### src/rtl/cfg_pkg.sv
// Shared types and CRC constants for the configuration chain loader.
// The CRC step is used both by the serial CRC block and by the verify compare.
package cfg_pkg;

    typedef enum logic [2:0] {
        ST_IDLE,
        ST_LOAD,
        ST_VERIFY,
        ST_DONE,
        ST_ERROR
    } state_t;

    localparam logic [15:0] CRC_POLY = 16'h1021;
    localparam logic [15:0] CRC_INIT = 16'hFFFF;

    // One bit of CCITT CRC-16, MSB-out, unreflected.
    function automatic logic [15:0] crc16_step(input logic [15:0] crc, input logic din);
        logic fb;
        fb = crc[15] ^ din;
        return {crc[14:0], 1'b0} ^ (fb ? CRC_POLY : 16'h0000);
    endfunction

endpackage

### src/rtl/crc16_serial.sv
// Bit-serial CRC-16 accumulator with synchronous clear; advances only when en is high.
module crc16_serial
    import cfg_pkg::*;
(
    input  logic        clk,
    input  logic        clr,
    input  logic        en,
    input  logic        din,
    output logic [15:0] crc
);

    logic [15:0] crc_q;
    logic [15:0] crc_d;

    always_comb begin
        crc_d = crc_q;
        if (clr) begin
            crc_d = CRC_INIT;
        end else if (en) begin
            crc_d = crc16_step(crc_q, din);
        end
    end

    always_ff @(posedge clk) begin
        crc_q <= crc_d;
    end

    assign crc = crc_q;

endmodule

### src/rtl/cfg_loader.sv
// Serializes a word stream onto the fabric programming chain and optionally
// rotates the chain once to compare a readback CRC against the load CRC.
//
// state     | meaning
// ----------+---------------------------------------------------------------
// ST_IDLE   | waiting for start after reset
// ST_LOAD   | accepting words and shifting bits into the chain
// ST_VERIFY | rotating the chain CHAIN_LEN cycles, accumulating readback CRC
// ST_DONE   | load (and verify) completed cleanly; waits for next start
// ST_ERROR  | readback CRC differed from load CRC; waits for next start
module cfg_loader
    import cfg_pkg::*;
#(
    parameter int CHAIN_LEN = 512,
    parameter int WORD_W    = 16
) (
    input  logic              prog_clk,
    input  logic              rst,
    input  logic              start,
    input  logic              verify_en,
    input  logic [WORD_W-1:0] cfg_data,
    input  logic              cfg_valid,
    output logic              cfg_ready,
    input  logic              chain_out,
    output logic              prog_en,
    output logic              prog_in,
    output logic              busy,
    output logic              done,
    output logic              error,
    output logic [15:0]       crc
);

    localparam int CW      = $clog2(CHAIN_LEN + 1);
    localparam int SW      = $clog2(WORD_W + 1);
    localparam int N_WORDS = (CHAIN_LEN + WORD_W - 1) / WORD_W;

    localparam logic [CW-1:0] LEN_C   = CW'(CHAIN_LEN);
    localparam logic [CW-1:0] LAST_C  = CW'(CHAIN_LEN - 1);
    localparam logic [CW-1:0] WORDS_C = CW'(N_WORDS);
    localparam logic [SW-1:0] WBITS_C = SW'(WORD_W);

    state_t              state_q, state_d;
    logic [CW-1:0]       bit_cnt_q, bit_cnt_d;
    logic [CW-1:0]       word_cnt_q, word_cnt_d;
    logic [CW-1:0]       vcnt_q, vcnt_d;
    logic [WORD_W-1:0]   shift_q, shift_d;
    logic [SW-1:0]       shift_cnt_q, shift_cnt_d;
    logic [WORD_W-1:0]   hold_q, hold_d;
    logic                hold_full_q, hold_full_d;
    logic                verify_q, verify_d;
    logic                prog_en_q, prog_en_d;
    logic                prog_in_q, prog_in_d;
    logic                busy_q, busy_d;
    logic                done_q, done_d;
    logic                error_q, error_d;

    logic                start_acc;
    logic                accept;
    logic                emit;
    logic [WORD_W-1:0]   src_word;
    logic [SW-1:0]       src_cnt;
    logic                src_ok;
    logic                src_hold;
    logic                src_in;
    logic                crc_clr;
    logic                rb_en;
    logic [15:0]         load_crc;
    logic [15:0]         rb_crc;
    logic                rb_match;

    assign start_acc = start && (state_q == ST_IDLE || state_q == ST_DONE || state_q == ST_ERROR);
    assign cfg_ready = (state_q == ST_LOAD) && !hold_full_q && (word_cnt_q < WORDS_C);
    assign accept    = cfg_valid && cfg_ready;

    // Bit source priority: shift word, then holding register, then the word arriving now.
    always_comb begin
        src_word = shift_q;
        src_cnt  = shift_cnt_q;
        src_ok   = 1'b0;
        src_hold = 1'b0;
        src_in   = 1'b0;
        if (shift_cnt_q != '0) begin
            src_ok = 1'b1;
        end else if (hold_full_q) begin
            src_word = hold_q;
            src_cnt  = WBITS_C;
            src_ok   = 1'b1;
            src_hold = 1'b1;
        end else if (accept) begin
            src_word = cfg_data;
            src_cnt  = WBITS_C;
            src_ok   = 1'b1;
            src_in   = 1'b1;
        end
    end

    assign emit     = (state_q == ST_LOAD) && src_ok && (bit_cnt_q < LEN_C);
    assign rb_en    = (state_q == ST_VERIFY);
    assign crc_clr  = rst || start_acc;
    assign rb_match = (crc16_step(rb_crc, chain_out) == load_crc);

    always_comb begin
        state_d     = state_q;
        bit_cnt_d   = bit_cnt_q;
        word_cnt_d  = word_cnt_q;
        vcnt_d      = vcnt_q;
        shift_d     = shift_q;
        shift_cnt_d = shift_cnt_q;
        hold_d      = hold_q;
        hold_full_d = hold_full_q;
        verify_d    = verify_q;
        prog_en_d   = 1'b0;
        prog_in_d   = 1'b0;
        busy_d      = busy_q;
        done_d      = done_q;
        error_d     = error_q;

        case (state_q)
            ST_IDLE, ST_DONE, ST_ERROR: begin
                if (start) begin
                    state_d     = ST_LOAD;
                    bit_cnt_d   = '0;
                    word_cnt_d  = '0;
                    shift_cnt_d = '0;
                    hold_full_d = 1'b0;
                    verify_d    = verify_en;
                    busy_d      = 1'b1;
                    done_d      = 1'b0;
                    error_d     = 1'b0;
                end
            end
            ST_LOAD: begin
                prog_en_d = emit;
                prog_in_d = emit && src_word[0];
                if (emit) begin
                    shift_d     = src_word >> 1;
                    shift_cnt_d = src_cnt - SW'(1);
                    bit_cnt_d   = bit_cnt_q + CW'(1);
                    if (src_hold) begin
                        hold_full_d = 1'b0;
                    end
                end
                if (accept) begin
                    word_cnt_d = word_cnt_q + CW'(1);
                    if (!src_in) begin
                        hold_d      = cfg_data;
                        hold_full_d = 1'b1;
                    end
                end
                // Last bit is on prog_en_q this cycle; leave LOAD after it shifts.
                if (bit_cnt_q == LEN_C) begin
                    if (verify_q) begin
                        state_d = ST_VERIFY;
                        vcnt_d  = LAST_C;
                    end else begin
                        state_d = ST_DONE;
                        busy_d  = 1'b0;
                        done_d  = 1'b1;
                    end
                end
            end
            ST_VERIFY: begin
                if (vcnt_q == '0) begin
                    busy_d = 1'b0;
                    if (rb_match) begin
                        state_d = ST_DONE;
                        done_d  = 1'b1;
                    end else begin
                        state_d = ST_ERROR;
                        error_d = 1'b1;
                    end
                end else begin
                    vcnt_d = vcnt_q - CW'(1);
                end
            end
            default: begin
                state_d = ST_IDLE;
                busy_d  = 1'b0;
            end
        endcase
    end

    always_ff @(posedge prog_clk) begin
        if (rst) begin
            state_q     <= ST_IDLE;
            bit_cnt_q   <= '0;
            word_cnt_q  <= '0;
            vcnt_q      <= '0;
            shift_q     <= '0;
            shift_cnt_q <= '0;
            hold_q      <= '0;
            hold_full_q <= 1'b0;
            verify_q    <= 1'b0;
            prog_en_q   <= 1'b0;
            prog_in_q   <= 1'b0;
            busy_q      <= 1'b0;
            done_q      <= 1'b0;
            error_q     <= 1'b0;
        end else begin
            state_q     <= state_d;
            bit_cnt_q   <= bit_cnt_d;
            word_cnt_q  <= word_cnt_d;
            vcnt_q      <= vcnt_d;
            shift_q     <= shift_d;
            shift_cnt_q <= shift_cnt_d;
            hold_q      <= hold_d;
            hold_full_q <= hold_full_d;
            verify_q    <= verify_d;
            prog_en_q   <= prog_en_d;
            prog_in_q   <= prog_in_d;
            busy_q      <= busy_d;
            done_q      <= done_d;
            error_q     <= error_d;
        end
    end

    crc16_serial u_load_crc (
        .clk (prog_clk),
        .clr (crc_clr),
        .en  (emit),
        .din (src_word[0]),
        .crc (load_crc)
    );

    crc16_serial u_rb_crc (
        .clk (prog_clk),
        .clr (crc_clr),
        .en  (rb_en),
        .din (chain_out),
        .crc (rb_crc)
    );

    // During verify the chain output loops straight back to its input.
    assign prog_en = prog_en_q || (state_q == ST_VERIFY);
    assign prog_in = (state_q == ST_VERIFY) ? chain_out : prog_in_q;
    assign busy    = busy_q;
    assign done    = done_q;
    assign error   = error_q;
    assign crc     = load_crc;

endmodule

### config.mk
export PLATFORM = sky130hd
export DESIGN_NAME = cfg_loader
export DESIGN_NICKNAME = d
export VERILOG_FILES = /design/src/rtl/cfg_pkg.sv /design/src/rtl/crc16_serial.sv /design/src/rtl/cfg_loader.sv
export SDC_FILE = /design/constraint.sdc
export NUM_CORES = 1
export LEC_CHECK = 0
export ABC_CLOCK_PERIOD_IN_PS = 4090
export BUFFER_PORTS_ARGS = -buffer_cell sky130_fd_sc_hd__clkbuf_2
export CAP_MARGIN = 20
export CELL_PAD_IN_SITES_DETAIL_PLACEMENT = 1
export CELL_PAD_IN_SITES_GLOBAL_PLACEMENT = 2
export CORE_MARGIN = 2
export CORE_UTILIZATION = 35
export DETAILED_ROUTE_END_ITERATION = 8
export PLACE_DENSITY = 0.85
export SLEW_MARGIN = 20
export SYNTH_ARGS = -nofsm -noshare
export SYNTH_HDL_FRONTEND = slang
export SYNTH_SLANG_ARGS = --single-unit
export TNS_END_PERCENT = 5
### constraint.sdc
create_clock -name prog_clk -period 4.09 [get_ports prog_clk]
set_input_delay 0.818 -clock prog_clk [delete_from_list [all_inputs] [get_ports prog_clk]]
set_output_delay 0.818 -clock prog_clk [all_outputs]
set_load 0.02 [all_outputs]
==> impl_metrics.csv <==
group,metric,value,unit
cells_and_area,drive_gt1_frac,0.1270,
placed_design,dpl_cell_area,5182,sq um
yosys,yosysWarningCount,0,
run_status,status,"completed",
sta,maxSlewHeadroom,0.3225,
yosys,synthFlopType,"dfxtp_1",
sta,setup_viol,0,
clock_tree,cts_hold_buffers,0,
critical_path,worstPathMaxFanout,25,
yosys,synth_edf_count,0,
global_route,grt_usage,0.1827,
global_route,grt_max_degree,60,
clock_tree,post-cts-setup-buffers,0,
critical_path,cp.arrival,3130,ps
die,ioPinCount,44,
clock_tree,clk_pin_slew,70,ps
drt,first_pass_iters,4,
cells_and_area,final.fill_count,1593,
global_route,overflow,0,
clock_tree,clkLatencyLatePin,350,ps
drt,drc_errors,0,
sta,rsz0062_at_grt,"false",
clock_tree,cts-root-buf,"clkbuf_16",
yosys,yosysSeqAreaShare,0.4504,
placed_design,pre_cts_ws,1258,ps
die,die_h,121.1,um
run,drv_cap,0,
global_route,first_global_vias,4279,
clock_tree,clockBufferDepth,2,
critical_path,end_kind,"flip-flop",
placed_design,gp_congestion,0.8016,
drt,first_iter_violations,230,
clock_tree,clock-sinks,108,
yosys,synthCells,581,
sta,report.final.slew_viol_count,0,
drt,ant_nets,0,
clock_tree,htree_levels,3,
cells_and_area,final_common_cell,"nand2_1",
cells_and_area,final_cell_area,5477,sq um
critical_path,cp-start-kind,"flip-flop",
sta,max_freq,351.2,MHz
sta,finClkSkew,11.13,ps
yosys,synth_area,4801,sq um
pwr,p_leak,2.175,nW
pwr,power_frac_seq,0.370,
worst_hold_path,min_path_type,"reg -> reg",
placed_design,numPortBuffers,43,
die,die_area,14670,sq um
cells_and_area,diodes,0,
sta,tns,0,ps
pwr,comb_power_share,0.417,
yosys,synth_cell_types,53,
drt,num_vias,4203,
pwr,switchingPower,0.001704,W
pwr,vdd_drop_max,0.0002880,V
critical_path,required,4370,ps
drt,viasPerCell,5.320,
sta,finalWorstSetupSlack,1243,ps
clock_tree,cts_resized,0,
cells_and_area,nets,636,
clock_tree,cts_tree,"built",
drt,wl_per_cell,16.39,um
yosys,async_flop_share,0,
critical_path,path_class,"reg -> reg",
yosys,syn_area_per_cell,8.263,sq um
sta,final_hold_viol_count,0,
die,die_w,121.1,um
yosys,ys_seq_elements,108,
sta,post-route-period-util,0.6961,
die,coreArea,13300,sq um
pwr,p_clk_frac,0.213,
die,start_util,0.3611,
yosys,syn_nets,608,
global_route,antenna_found_initial,0,
placed_design,detailedPlacementHpwl,8.786,mm
die,std_cell_rows,42,
pwr,p_int,0.002420,W
sta,tightest_slew,1015,ps
pwr,p_per_area,752.9,nW/um^2
drt,drt_wl_total,12.95,mm
cells_and_area,area_growth,14.07,%
global_route,grt_pass1_wl,21.16,mm
sta,fin_crit,2847,ps
clock_tree,numCtsBuffers,9,
cells_and_area,final_cell_mix,"nand2_1 (111), dfxtp_1 (108), nor2_1 (59)",
pwr,swShare,0.4132,
cells in the mapped netlist, drive strengths merged, types with 4 or more instances:
| cell type | count | area share |
|---|---|---|
| or3 | 4 | 0.0052 |
| o21ai | 11 | 0.011 |
| nand3 | 33 | 0.034 |
| a221oi | 15 | 0.027 |
| nor2 | 60 | 0.047 |
| clkbuf | 27 | 0.021 |
| and3 | 4 | 0.0052 |
| ha | 5 | 0.013 |
| inv | 9 | 0.0070 |
| a22o | 14 | 0.026 |
| a21oi | 39 | 0.041 |
| xor2 | 27 | 0.049 |
| a31oi | 7 | 0.012 |
| nor3 | 28 | 0.032 |
| nand4 | 5 | 0.0065 |
| buf | 8 | 0.0073 |
| and2 | 5 | 0.0065 |
| o211ai | 5 | 0.0078 |
| dfxtp | 108 | 0.45 |
| o31ai | 4 | 0.0063 |
| nand2 | 112 | 0.088 |
| xnor2 | 10 | 0.018 |
| nor4 | 6 | 0.0078 |
flip-flops by register name, indices dropped and copies added (netlist names), 5 cells and up:
signal	flops
hold_q	16
u_load_crc.crc	16
u_rb_crc.crc	16
shift_q	15
bit_cnt_q	10
vcnt_q	10
word_cnt_q	10
shift_cnt_q	5
layout make-up:
cell class | count | area (sq um) | share of cell area
tap | 176 | 220.2 | 0.04021
sequential | 108 | 2162 | 0.3948
clock buffer | 10 | 229.0 | 0.04181
inverter | 9 | 33.78 | 0.006169
multi-input combinational | 429 | 2484 | 0.4535
clock inverter | 6 | 65.06 | 0.01188
timing repair buffer | 52 | 282.8 | 0.05163
worst paths after layout:
check	from	endpoint	slack, ps	cells after the start
setup reg to reg	state_q[0]	u_load_crc.crc[12]	1240	8
hold / removal	hold_q[12]	hold_q[12]	460	2
setup / recovery	state_q[0]	u_load_crc.crc[12]	1240	8
hold reg to reg	hold_q[12]	hold_q[12]	460	2
logic make-up (layout without fill, tap and decap cells):
kind of cell               Yosys count  after routing  share of synthesized area
and+or+nand+nor                    277            277                     0.2669
DFF                                108            108                     0.4504
AOI/OAI and AO/OA                  105            105                     0.1504
buffers and inverters               44             77                    0.03544
xor gates and xnor gates            39             39                    0.07740
adders and majority gates            5              5                    0.01303
muxes                                3              3                   0.006516
power groups by stage:
stage	Combinational (W)	Clock [W]	Sequential (W)
after floorplan	0.00125	0	0.00152
after global placement	0.00166	0	0.00153
after detailed placement	0.00173	0	0.00155
after CTS	0.00174	0.000905	0.00152
after global routing	0.00191	0.000952	0.00156
final	0.00172	0.000877	0.00152
stage by stage:
stage               hold slack (ps)  total power [W]  cells  utilization
finish                        455.5         0.004123    790       0.4119
CTS                           458.0         0.004168    790       0.4119
global route                  471.8         0.004425    790       0.4119
detailed placement            446.9         0.003271    774       0.3898
floorplan                     428.4         0.002771    581            -
global placement              436.5         0.003186    774       0.3898
critical path, stage by stage, from the launching register on:
cell and delay (ps):
dfxtp_1 530, nor3b_1 550, and4_1 280, buf_4 290
o21ai_1 90, buf_4 230, mux2i_1 390, xor3_1 300
o21ai_1 120
routing by layer:
metal,wire (um),part of all wire,GRT usage,vias up
met3,324,0.025,0.04746,11
met5,0,0,0,-
li1,-,-,-,2071
met2,6335,0.49,0.3139,48
met4,171,0.013,0.05087,0
met1,6118,0.47,0.2255,2073
Note: power is estimated with default switching activity, not from simulation.
